===== config.mk =====
export PLATFORM = sky130hd
export DESIGN_NAME = pid_input_scheduler
export DESIGN_NICKNAME = d
export VERILOG_FILES = /design/src/rtl/pid_input_scheduler.sv
export SDC_FILE = /design/constraint.sdc
export NUM_CORES = 1
export LEC_CHECK = 0
export CORE_ASPECT_RATIO = 1.5
export CORE_UTILIZATION = 30
export CTS_CLUSTER_DIAMETER = 150
export CTS_CLUSTER_SIZE = 30
export DETAILED_ROUTE_END_ITERATION = 8
export HOLD_SLACK_MARGIN = 0.06
export SETUP_SLACK_MARGIN = 0.15
export SYNTH_ARGS = -nofsm -noshare
export SYNTH_HDL_FRONTEND = slang
export SYNTH_SLANG_ARGS = --single-unit

===== constraint.sdc =====
create_clock -name clk_in -period 5.8 [get_ports clk_in]
set_input_delay 1.16 -clock clk_in [delete_from_list [all_inputs] [get_ports clk_in]]
set_output_delay 1.16 -clock clk_in [all_outputs]
set_load 0.05 [all_outputs]

===== src/rtl/pid_input_scheduler.sv =====
// pid_input_scheduler
// Shares one PID pipeline input between N_CHAN ADC sample sources. Each source
// owns a one-deep holding register; a round-robin scheduler issues one held
// sample at a time and enforces a programmable minimum gap between issues.
//
// Ports:
//   clk_in, rst_in   clock, asynchronous active-high reset
//   dv_in            per-source one-cycle sample-valid pulse
//   data_in          packed samples, source i at [i*W_DATA +: W_DATA]
//   chan_en_in       per-channel enable; low drops any pending sample
//   wr_en/addr/data  host register write port (gap register, overrun clear)
//   dv_out           one-cycle pulse, sample issued to pipeline
//   chan_out         source index of issued sample (zero-extended)
//   data_out         issued sample (signed)
//   ovr_out          sticky per-channel overrun flags
module pid_input_scheduler #(
  parameter int unsigned N_CHAN      = 5,
  parameter int unsigned W_CHAN      = 8,
  parameter int unsigned W_DATA      = 18,
  parameter int unsigned W_WR_ADDR   = 16,
  parameter int unsigned W_WR_DATA   = 48,
  parameter int unsigned W_GAP       = 8,
  parameter int unsigned GAP_DEFAULT = 3,
  parameter logic [W_WR_ADDR-1:0] ADDR_GAP     = 16'h0040,
  parameter logic [W_WR_ADDR-1:0] ADDR_OVR_CLR = 16'h0041
) (
  input  logic                       clk_in,
  input  logic                       rst_in,
  input  logic [N_CHAN-1:0]          dv_in,
  input  logic [N_CHAN*W_DATA-1:0]   data_in,
  input  logic [N_CHAN-1:0]          chan_en_in,
  input  logic                       wr_en,
  input  logic [W_WR_ADDR-1:0]       wr_addr,
  input  logic [W_WR_DATA-1:0]       wr_data,
  output logic                       dv_out,
  output logic [W_CHAN-1:0]          chan_out,
  output logic signed [W_DATA-1:0]   data_out,
  output logic [N_CHAN-1:0]          ovr_out
);

  localparam int unsigned W_IDX = (N_CHAN > 1) ? $clog2(N_CHAN) : 1;

  typedef enum logic [1:0] {
    S_IDLE    = 2'd0,
    S_ISSUE   = 2'd1,
    S_HOLDOFF = 2'd2
  } state_t;

  state_t                    state_q, state_d;
  logic [W_GAP-1:0]          cnt_q, cnt_d;
  logic [W_GAP-1:0]          gap_q, gap_d;
  logic [W_IDX-1:0]          last_q;
  logic [N_CHAN-1:0]         pend_q, pend_d;
  logic signed [W_DATA-1:0]  hold_q [N_CHAN];

  logic [N_CHAN-1:0]         cap_c;
  logic [N_CHAN-1:0]         elig_c;
  logic                      any_elig_c;
  logic [W_IDX-1:0]          rr_idx;
  logic [W_IDX-1:0]          hi_idx;
  logic [W_IDX-1:0]          lo_idx;
  logic                      hi_found;
  logic                      issue_c;
  logic [N_CHAN-1:0]         grant_vec;
  logic signed [W_DATA-1:0]  issue_data;
  logic [N_CHAN-1:0]         ovr_set;
  logic [N_CHAN-1:0]         ovr_clr;
  logic [N_CHAN-1:0]         ovr_d;
  logic                      unused_wr_bits;

  // Only the low gap / channel-mask bits of host write data are meaningful.
  assign unused_wr_bits = ^wr_data;

  // A disabled channel neither captures nor competes for the pipeline.
  assign cap_c      = dv_in & chan_en_in;
  assign elig_c     = pend_q & chan_en_in;
  assign any_elig_c = |elig_c;

  // Round-robin pick: lowest eligible index above last, else lowest overall (wrap).
  always_comb begin
    hi_found = 1'b0;
    hi_idx   = '0;
    lo_idx   = '0;
    for (int c = int'(N_CHAN) - 1; c >= 0; c--) begin
      if (elig_c[c]) begin
        lo_idx = W_IDX'(c);
        if (W_IDX'(c) > last_q) begin
          hi_found = 1'b1;
          hi_idx   = W_IDX'(c);
        end
      end
    end
    rr_idx = hi_found ? hi_idx : lo_idx;
  end

  // Scheduler state register.
  always_ff @(posedge clk_in or posedge rst_in) begin
    if (rst_in) begin
      state_q <= S_IDLE;
    end else begin
      state_q <= state_d;
    end
  end

  // Scheduler next state: the holdoff counter gates issue; cnt==1 is the last holdoff cycle.
  always_comb begin
    state_d = state_q;
    case (state_q)
      S_IDLE: begin
        state_d = any_elig_c ? S_ISSUE : S_IDLE;
      end
      S_ISSUE, S_HOLDOFF: begin
        if (cnt_q > W_GAP'(1)) begin
          state_d = S_HOLDOFF;
        end else if (cnt_q == W_GAP'(1)) begin
          state_d = S_IDLE;
        end else begin
          state_d = any_elig_c ? S_ISSUE : S_IDLE;
        end
      end
      default: begin
        state_d = S_IDLE;
      end
    endcase
  end

  // Scheduler outputs: issue strobe, grant mask, counter and bookkeeping next values.
  always_comb begin
    issue_c    = (state_d == S_ISSUE);
    grant_vec  = '0;
    issue_data = '0;
    for (int unsigned c = 0; c < N_CHAN; c++) begin
      grant_vec[c] = issue_c && (rr_idx == W_IDX'(c));
      if (rr_idx == W_IDX'(c)) begin
        issue_data = hold_q[c];
      end
    end

    if (issue_c) begin
      cnt_d = gap_q;
    end else if (cnt_q != '0) begin
      cnt_d = cnt_q - W_GAP'(1);
    end else begin
      cnt_d = cnt_q;
    end

    // Same-cycle grant and capture hands off the old sample and keeps the new one pending.
    pend_d = chan_en_in & (cap_c | (pend_q & ~grant_vec));

    // Overrun only when a pending sample is replaced without being issued; set beats clear.
    ovr_set = cap_c & pend_q & ~grant_vec;
    ovr_clr = (wr_en && (wr_addr == ADDR_OVR_CLR)) ? wr_data[N_CHAN-1:0] : '0;
    ovr_d   = (ovr_out & ~ovr_clr) | ovr_set;

    // New gap is picked up at the next counter load; a running holdoff is untouched.
    gap_d = (wr_en && (wr_addr == ADDR_GAP)) ? wr_data[W_GAP-1:0] : gap_q;
  end

  // Datapath and output registers.
  always_ff @(posedge clk_in or posedge rst_in) begin
    if (rst_in) begin
      cnt_q    <= '0;
      gap_q    <= W_GAP'(GAP_DEFAULT);
      last_q   <= W_IDX'(N_CHAN - 1);
      pend_q   <= '0;
      ovr_out  <= '0;
      dv_out   <= 1'b0;
      chan_out <= '0;
      data_out <= '0;
      for (int unsigned i = 0; i < N_CHAN; i++) begin
        hold_q[i] <= '0;
      end
    end else begin
      cnt_q   <= cnt_d;
      gap_q   <= gap_d;
      pend_q  <= pend_d;
      ovr_out <= ovr_d;
      dv_out  <= issue_c;
      if (issue_c) begin
        chan_out <= W_CHAN'(rr_idx);
        data_out <= issue_data;
        last_q   <= rr_idx;
      end
      for (int unsigned i = 0; i < N_CHAN; i++) begin
        if (cap_c[i]) begin
          hold_q[i] <= data_in[i*W_DATA +: W_DATA];
        end
      end
    end
  end

endmodule


==> run summary, run 1 <==
For this run, the number of standard cells in the final layout without fillers is 950. The share of Yosys cell area claimed by the top area cell type came out at 0.5335. The worst setup path is launched from an input port. Once detail routing completed, the nets flagged for antenna violations numbered 0. The share of flip-flops with an asynchronous set or reset is 1.000. The largest net degree at the start of global routing is 86.

In this run the tightest slew margin relative to its limit is 0.3421. The leakage power is 3.659 nW. The fraction of final layout cells with drive strength greater than 1 is 0.2185. Wires add up to 18480 µm. The count of input and output buffers is 153. The TritonCTS clock tree is yes. Counting along the longest clock path gives a buffer depth of 2. In the post-synthesis netlist, the biggest area contributors are sky130_fd_sc_hd__dfrtp_1 53%, sky130_fd_sc_hd__mux2_2 17%, sky130_fd_sc_hd__mux2i_1 3.1%, sky130_fd_sc_hd__nor2_1 3.0%, sky130_fd_sc_hd__a221oi_1 2.4%.

The number of clock buffers added by TritonCTS is 17. The clock edge transition at the registers on the reported setup and hold paths came out at 0.06 ns. The run finished with clean final reports.

The count of cells along the worst register-to-register path is 9. The average instance area after synthesis came out at 12.52 µm². The critical path contains buffers and inverters numbering 2 combined.

The instance count after placement with tap cells included came out at 918. Across the run, the number of max-cap violations was 0. The number of DRC violations after detailed-routing iteration 0 is 199.

In the routed layout, each cell is associated on average with a via count of 5.080. Setup repair after global routing left no endpoint under its margin. The number of register bits inferred by synthesis is 141. The critical path starts at chan_en_in[1]. The width of the die is 121.9 µm. In this run the worst hold path is classified as register to register. Among all flip-flop cells after synthesis, the most frequent one is sky130_fd_sc_hd__dfrtp_1. The count of antenna diodes in the layout is 0. The power density normalized to cell area is 442.3 nW/µm². The placement row count came out at 65. The Yosys step of the flow raised 0 warnings.

The transition at the pin with the smallest max-transition slack came out at 0.9844 ns. Dividing the final minimum period by the clock period gives 0.6483. The post-synthesis instance area came out at 6472 µm².

The first global-routing pass estimated 28090 µm of wire. The remaining routing DRC violations came out at 0. The maximum level of the CTS H-tree came out at 4. The core region is 21060 µm².

For the worst-skew pair, the clock arrives at the later sink with an insertion delay of 0.42 ns. At the worst endpoint, the arrival time is 4.02 ns. The setup path with the least slack is of type input port to register.

The initial antenna violation count is 0. For this configuration, the core starts out at a cell density of 0.3073. The worst setup path endpoint is data_out[6]. Setup total negative slack on the finished layout was measured at 0 ns. The number of buffers inserted for hold repair after clock tree synthesis is 0. The number of enable flip-flop cells after synthesis came out at 0. The worst flop-to-flop path endpoint is data_out[6]. The maximum clock skew at final layout is 0.008026 ns. The signal on the critical path passes through clkdlybuf4s50_1 -> a22oi_1 -> a221oi_1 -> or3_1 -> a21oi_1 -> buf_4 -> nand2b_1 -> o32ai_1. The synthesized netlist contains 54 unique library cells. For this run, the total global-route usage over all layers was measured as 0.1724. The number of global-route vias before repair came to 5133.

The final weighted congestion in routability-driven placement is 0.8084. The worst-path cell with the longest stage delay is sky130_fd_sc_hd__nand2b_1. The number of resized instances in the post-cts repair step is 0. The number of buffers inserted by post-CTS setup repair came out at 0. For flop-to-flop paths, the worst setup slack is 2.48 ns. Counting buffers and inverters, the worst setup path is 8 cells deep.

The count of final hold-check violations came out at 0. The worst register-to-register path begins at cnt_q[0]. Of all cell types, the one taking the most synthesized area is sky130_fd_sc_hd__dfrtp_1. The total design power came out at 3.939 mW.

The die covers 22180 µm². The area added between synthesis and finish came out at 37.58%. The global-route congestion overflow total is 0. The die height is 181.9 µm.

The pre-antenna-repair detailed-routing pass consisted of 4 iterations. The half-perimeter wire length after detailed placement came out at 13130 µm. The highest cell delay on the worst timing path came out at 0.71 ns. Measured on the finished design, the core utilization comes to 0.4228. The required time at the worst-slack endpoint came out at 6.06 ns. Clock tree synthesis selected as its root buffer the cell sky130_fd_sc_hd__clkbuf_16.

The average wire length per cell after detail routing came out at 19.45 µm. The via count came out at 4826. The total setup violations reported at the end of the flow came out at 0. The number of nets in the layout is 840.

Sorting the synthesized cells by how often they occur yields 138 x sky130_fd_sc_hd__dfrtp_1, 98 x sky130_fd_sc_hd__mux2_2, 51 x sky130_fd_sc_hd__nor2_1. The worst setup path is captured at a register. Static timing analysis puts the maximum clock frequency at 265.9 MHz. The number of placed I/O pins came out at 199. In the post-synthesis netlist, the cell with the most instances is sky130_fd_sc_hd__dfrtp_1. The share of the Yosys chip area taken by registers is 0.5457. In this run the worst path has a maximum fanout of 21. Grouping stages by cell kind, the critical path spends the most delay in simple AND/OR/NAND/NOR gates.

The number of max-slew violations in the final report was 0. The time the final worst path needs with I/O delays and setup came out at 3.760 ns. The cell count after synthesis came out at 517. Clock tree synthesis found a total of 141 sinks. IR analysis of the VDD net gives a maximum drop of 234.2 µV.
[registers in the layout, summed over array words and instances (netlist names)]
register / count
gap_q: 8
state_q: 2
cnt_q: 8
last_q: 3
pend_q: 5
chan_out: 1
hold_q: 90
ovr_out: 5
dv_out: 1
data_out: 18
[routing by layer]
metal / up-vias / part of all wire / track usage
met2: 156 / 0.54 / 0.3150
met4: 0 / 0.019 / 0.06123
met1: 2439 / 0.39 / 0.1935
met5: - / 0 / 0
li1: 2211 / - / -
met3: 20 / 0.049 / 0.03518
[worst min path at each step]
stage	endpoint	slack (ns)	start	cells past startpoint
floorplan	cnt_q[5]	0.43	gap_q[5]	2
global placement	ovr_out[1]	0.46	ovr_out[1]	1
detailed placement	ovr_out[1]	0.47	ovr_out[1]	1
CTS	ovr_out[1]	0.49	ovr_out[1]	1
global route	ovr_out[1]	0.50	ovr_out[1]	1
finish	ovr_out[1]	0.48	ovr_out[1]	1
[logic make-up (layout without fill, tap and decap cells)]
group / count (synthesis) / count (layout) / share of synthesized area
buffers and inverters: 40 / 201 / 0.03073
flip-flops: 141 / 141 / 0.5457
XOR/XNOR: 2 / 2 / 0.002707
AO/OA/AOI/OAI: 102 / 102 / 0.1313
multiplexers: 118 / 118 / 0.2014
adder cells (fa/ha/maj): 4 / 4 / 0.007733
AND/OR/NAND/NOR: 109 / 109 / 0.07984
other: 1 / 5 / 0.0005794
[power breakdown]
group	internal (mW)	total (mW)	switching (mW)	leakage, nW
clock	0.764	1.19	0.425	0.304
sequential	1.20	1.36	0.161	1.65
combinational	0.572	1.39	0.814	1.70
total	2.54	3.94	1.40	3.66
[layout by cell type, fill, tap and decap left out, drive strengths merged, types with 6 or more instances in the layout]
cell type / n
mux2: 98
a2bb2oi: 17
nor2: 51
mux2i: 20
a221oi: 18
a21oi: 11
dfrtp: 138
nand2: 29
nor4: 6
inv: 8
buf: 7
o21ai: 6
o32ai: 17
clkbuf: 22
clkdlybuf4s50: 153
[worst reg2reg max path, stage by stage (launching register included)]
cell and delay [ns]:
sky130_fd_sc_hd__dfrtp_1 0.43, sky130_fd_sc_hd__inv_1 0.07, sky130_fd_sc_hd__ha_1 0.26, sky130_fd_sc_hd__or3b_2 0.30, sky130_fd_sc_hd__nor4b_4 0.08, sky130_fd_sc_hd__o31ai_4 0.61, sky130_fd_sc_hd__buf_4 0.45, sky130_fd_sc_hd__clkinv_1 0.15
sky130_fd_sc_hd__nand2b_1 0.62, sky130_fd_sc_hd__o32ai_1 0.21
[area by class of cell]
type / instances / area, µm²
repair buffers: 160 / 1584
clock inverters: 10 / 160.2
flip-flops and latches: 141 / 3532
fillers: 1955 / 12160
clock buffers: 22 / 484.2
inverters: 9 / 38.79
well taps: 268 / 335.3
multi-input cells: 340 / 2770
[per-stage QoR]
stage	setup WS [ns]	hold slack, ns	cell area [µm²]
finish	2.040	0.4813	8905
floorplan	0.8637	0.4348	6487
detailed placement	1.604	0.4724	8260
CTS	2.044	0.4871	8905
global placement	1.673	0.4597	8260
global route	1.919	0.5033	8905
No activity file was read; power rests on OpenSTA's default activity.
==> run 2: changes to the inputs <==
==> constraint.sdc (replaced) <==
create_clock -name clk_in -period 3.9 [get_ports clk_in]
set_input_delay 0.78 -clock clk_in [delete_from_list [all_inputs] [get_ports clk_in]]
set_output_delay 0.78 -clock clk_in [all_outputs]
set_load 0.05 [all_outputs]
==> run 2 against run 1 <==
  * Routed wire length shrank 0.83%
  * Die area is the same
  * Cell count grew 0.53%
  * Clock power grew 28%
  * Final area shrank 0.46%
  * Core utilization shrank 0.20 points
  * Critical endpoint is now data_out[4]
  * Sequential share of layout area grew 0.18 points
  * Highest routed layer unchanged
==> run summary, run 2 (synthesized netlist as in run 1, its figures left out) <==
The run finished with clean final reports. The number of clock buffers inserted by TritonCTS came out at 17. The required time at the worst-slack endpoint came out at 4.19 ns. The worst-case IR drop observed on VDD is 367.3 µV. Across the routed clock network, the largest skew measured is 0.008951 ns. In this run the post-CTS setup repair buffer count came out at 0. The area enclosed by the die boundary came out at 22180 µm². The TritonCTS clock tree is yes. For this run, the total global-route usage over all layers was measured as 0.1737. The fraction of final layout cells with drive strength greater than 1 is 0.2227. The number of resized instances in the post-cts repair step came out at 0. The count of filler cells inserted in the layout came out at 1976. The detailed router placed 4921 vias in this run. The maximum fanout encountered on the critical timing path is 14. The worst reg-to-reg setup slack came out at 0.93 ns. The final weighted congestion in routability-driven placement is 0.8316. The path class of the tightest hold or removal check is register to register. The largest net degree at the start of global routing is 142. The wire length of the first global-routing pass is 28450 µm. Setup violations remaining at the end of the flow were counted as 0. Setup repair after global routing left no endpoint under its margin.

The worst setup path is launched from an input port. The transition at the pin with the smallest max-transition slack is 0.9953 ns. The relative max-transition margin came out at 0.3349.

The core outline area is 21060 µm². The register area came out at 3532 µm². The clock network latency to the later pin of the worst-skew pair came out at 0.41 ns. The critical path class is input port to register. The sort of element at the end of the critical path is a register. The clock sink count came out at 141. The wire length after detailed routing is 18320 µm. The area added between synthesis and finish is 36.94%. The maximum level of the CTS H-tree came out at 4. The power density normalized to cell area came out at 636.2 nW/µm². The initial utilization of the core area, before any placement, comes to 0.3073. Clock tree synthesis selected as its root buffer the cell sky130_fd_sc_hd__clkbuf_16. The routed via count divided by cell count came out at 5.153. The arrival time at the worst endpoint came out at 3.34 ns.

Global routing finished with a remaining overflow of 0. The register with the most flip-flops is hold_q. The post-route worst hold slack is 0.4867 ns.

In this run the remaining antenna-violating nets after routing total 0. The width of the die is 121.9 µm. The largest registers in the layout are hold_q (90), data_out (18).

Measured along the y axis, the die boundary spans 181.9 µm. The highest achievable clock rate is 327.8 MHz. The number of buffers inserted for hold repair after clock tree synthesis came out at 0. During placement, the flow inserted port buffers numbering 153. The time the final worst path needs with I/O delays and setup came out at 3.051 ns. The number of DRC violations after detailed-routing iteration 0 came out at 253. The count of final hold-check violations is 0. In the final layout, the multi-input gates occupy 2770 µm². Leaving out fill and tap cells, the most frequent cell in the layout is sky130_fd_sc_hd__clkdlybuf4s50_1. The clock edge transition at the registers on the reported setup and hold paths is 0.06 ns. The number of max-slew violations in the final report came to 0. 199 I/O pins were placed. The remaining routing DRC violations is 0. The half-perimeter wire length after detailed placement is 13160 µm. The average wire length per cell after detail routing is 19.19 µm. After routing, the total negative slack on setup checks comes to 0 ns. The number of global-route vias before repair came to 5198. The final clock period utilization by the worst path is 0.7823.

The initialized floorplan defines 65 standard-cell rows. For this design the static power due to leakage is 3.655 nW. In the layout the commonest cells are 153 x sky130_fd_sc_hd__clkdlybuf4s50_1, 138 x sky130_fd_sc_hd__dfrtp_1, 98 x sky130_fd_sc_hd__mux2_2, 51 x sky130_fd_sc_hd__nor2_1, 29 x sky130_fd_sc_hd__nand2_1.

The flip-flop count of the largest register after layout is 90. The clock passes through at most 2 buffers. The number of iterations in the first detailed-routing pass is 4.

The initial antenna violation count is 0. The number of nets in the layout is 845. The tool flagged a number of max-cap violations equal to 0. The count of antenna diodes in the layout came out at 0.
-- run 2: per-layer routing --
layer	global-route usage	wire length, µm	up-vias
met2	0.3082	9809	187
met3	0.03832	1009	36
li1	-	-	2228
met4	0.08593	631	0
met5	0	0	-
met1	0.1915	6872	2470
-- run 2: layout make-up --
| class | count | share of cell area |
|---|---|---|
| clock buffers | 21 | 0.05195 |
| multi-input cells | 340 | 0.3125 |
| repair buffers | 165 | 0.1844 |
| flip-flops and latches | 141 | 0.3985 |
| inverters | 9 | 0.004235 |
| clock inverters | 11 | 0.01059 |
| well taps | 268 | 0.03783 |
-- run 2: final timing paths --
check,startpoint,to,cells past startpoint
max in group asynchronous,rst_in,data_out[5],3
hold / removal,ovr_out[1],ovr_out[1],1
min in group asynchronous,rst_in,hold_q[35],3
hold reg to reg,ovr_out[1],ovr_out[1],1
setup reg to reg,cnt_q[0],data_out[1],10
setup / recovery,chan_en_in[1],data_out[4],9
-- run 2: critical path: stages --
cell	delay, ns
sky130_fd_sc_hd__clkdlybuf4s50_1	0.50
sky130_fd_sc_hd__a22oi_1	0.34
sky130_fd_sc_hd__a221oi_1	0.17
sky130_fd_sc_hd__nor3_2	0.28
sky130_fd_sc_hd__buf_4	0.34
sky130_fd_sc_hd__buf_4	0.22
sky130_fd_sc_hd__mux2i_1	0.27
sky130_fd_sc_hd__a2bb2oi_1	0.29
sky130_fd_sc_hd__o32ai_1	0.13
-- run 2: metrics by stage --
stage	setup WS [ns]	total power [mW]	instances	utilization	instance area, µm²
floorplan	1.359	3.399	521	-	6491
global placement	0.4168	4.114	923	0.3945	8309
detailed placement	0.4031	4.171	923	0.3945	8309
CTS	0.8550	5.714	955	0.4208	8864
global route	0.7227	5.958	955	0.4208	8864
finish	0.8491	5.639	955	0.4208	8864
-- run 2: power by group --
group	total, mW	internal (mW)	leakage (nW)	switching [mW]
registers	2.04	1.79	1.65	0.249
clock network	1.52	0.906	0.276	0.617
logic	2.08	0.873	1.72	1.21
total	5.64	3.57	3.65	2.07
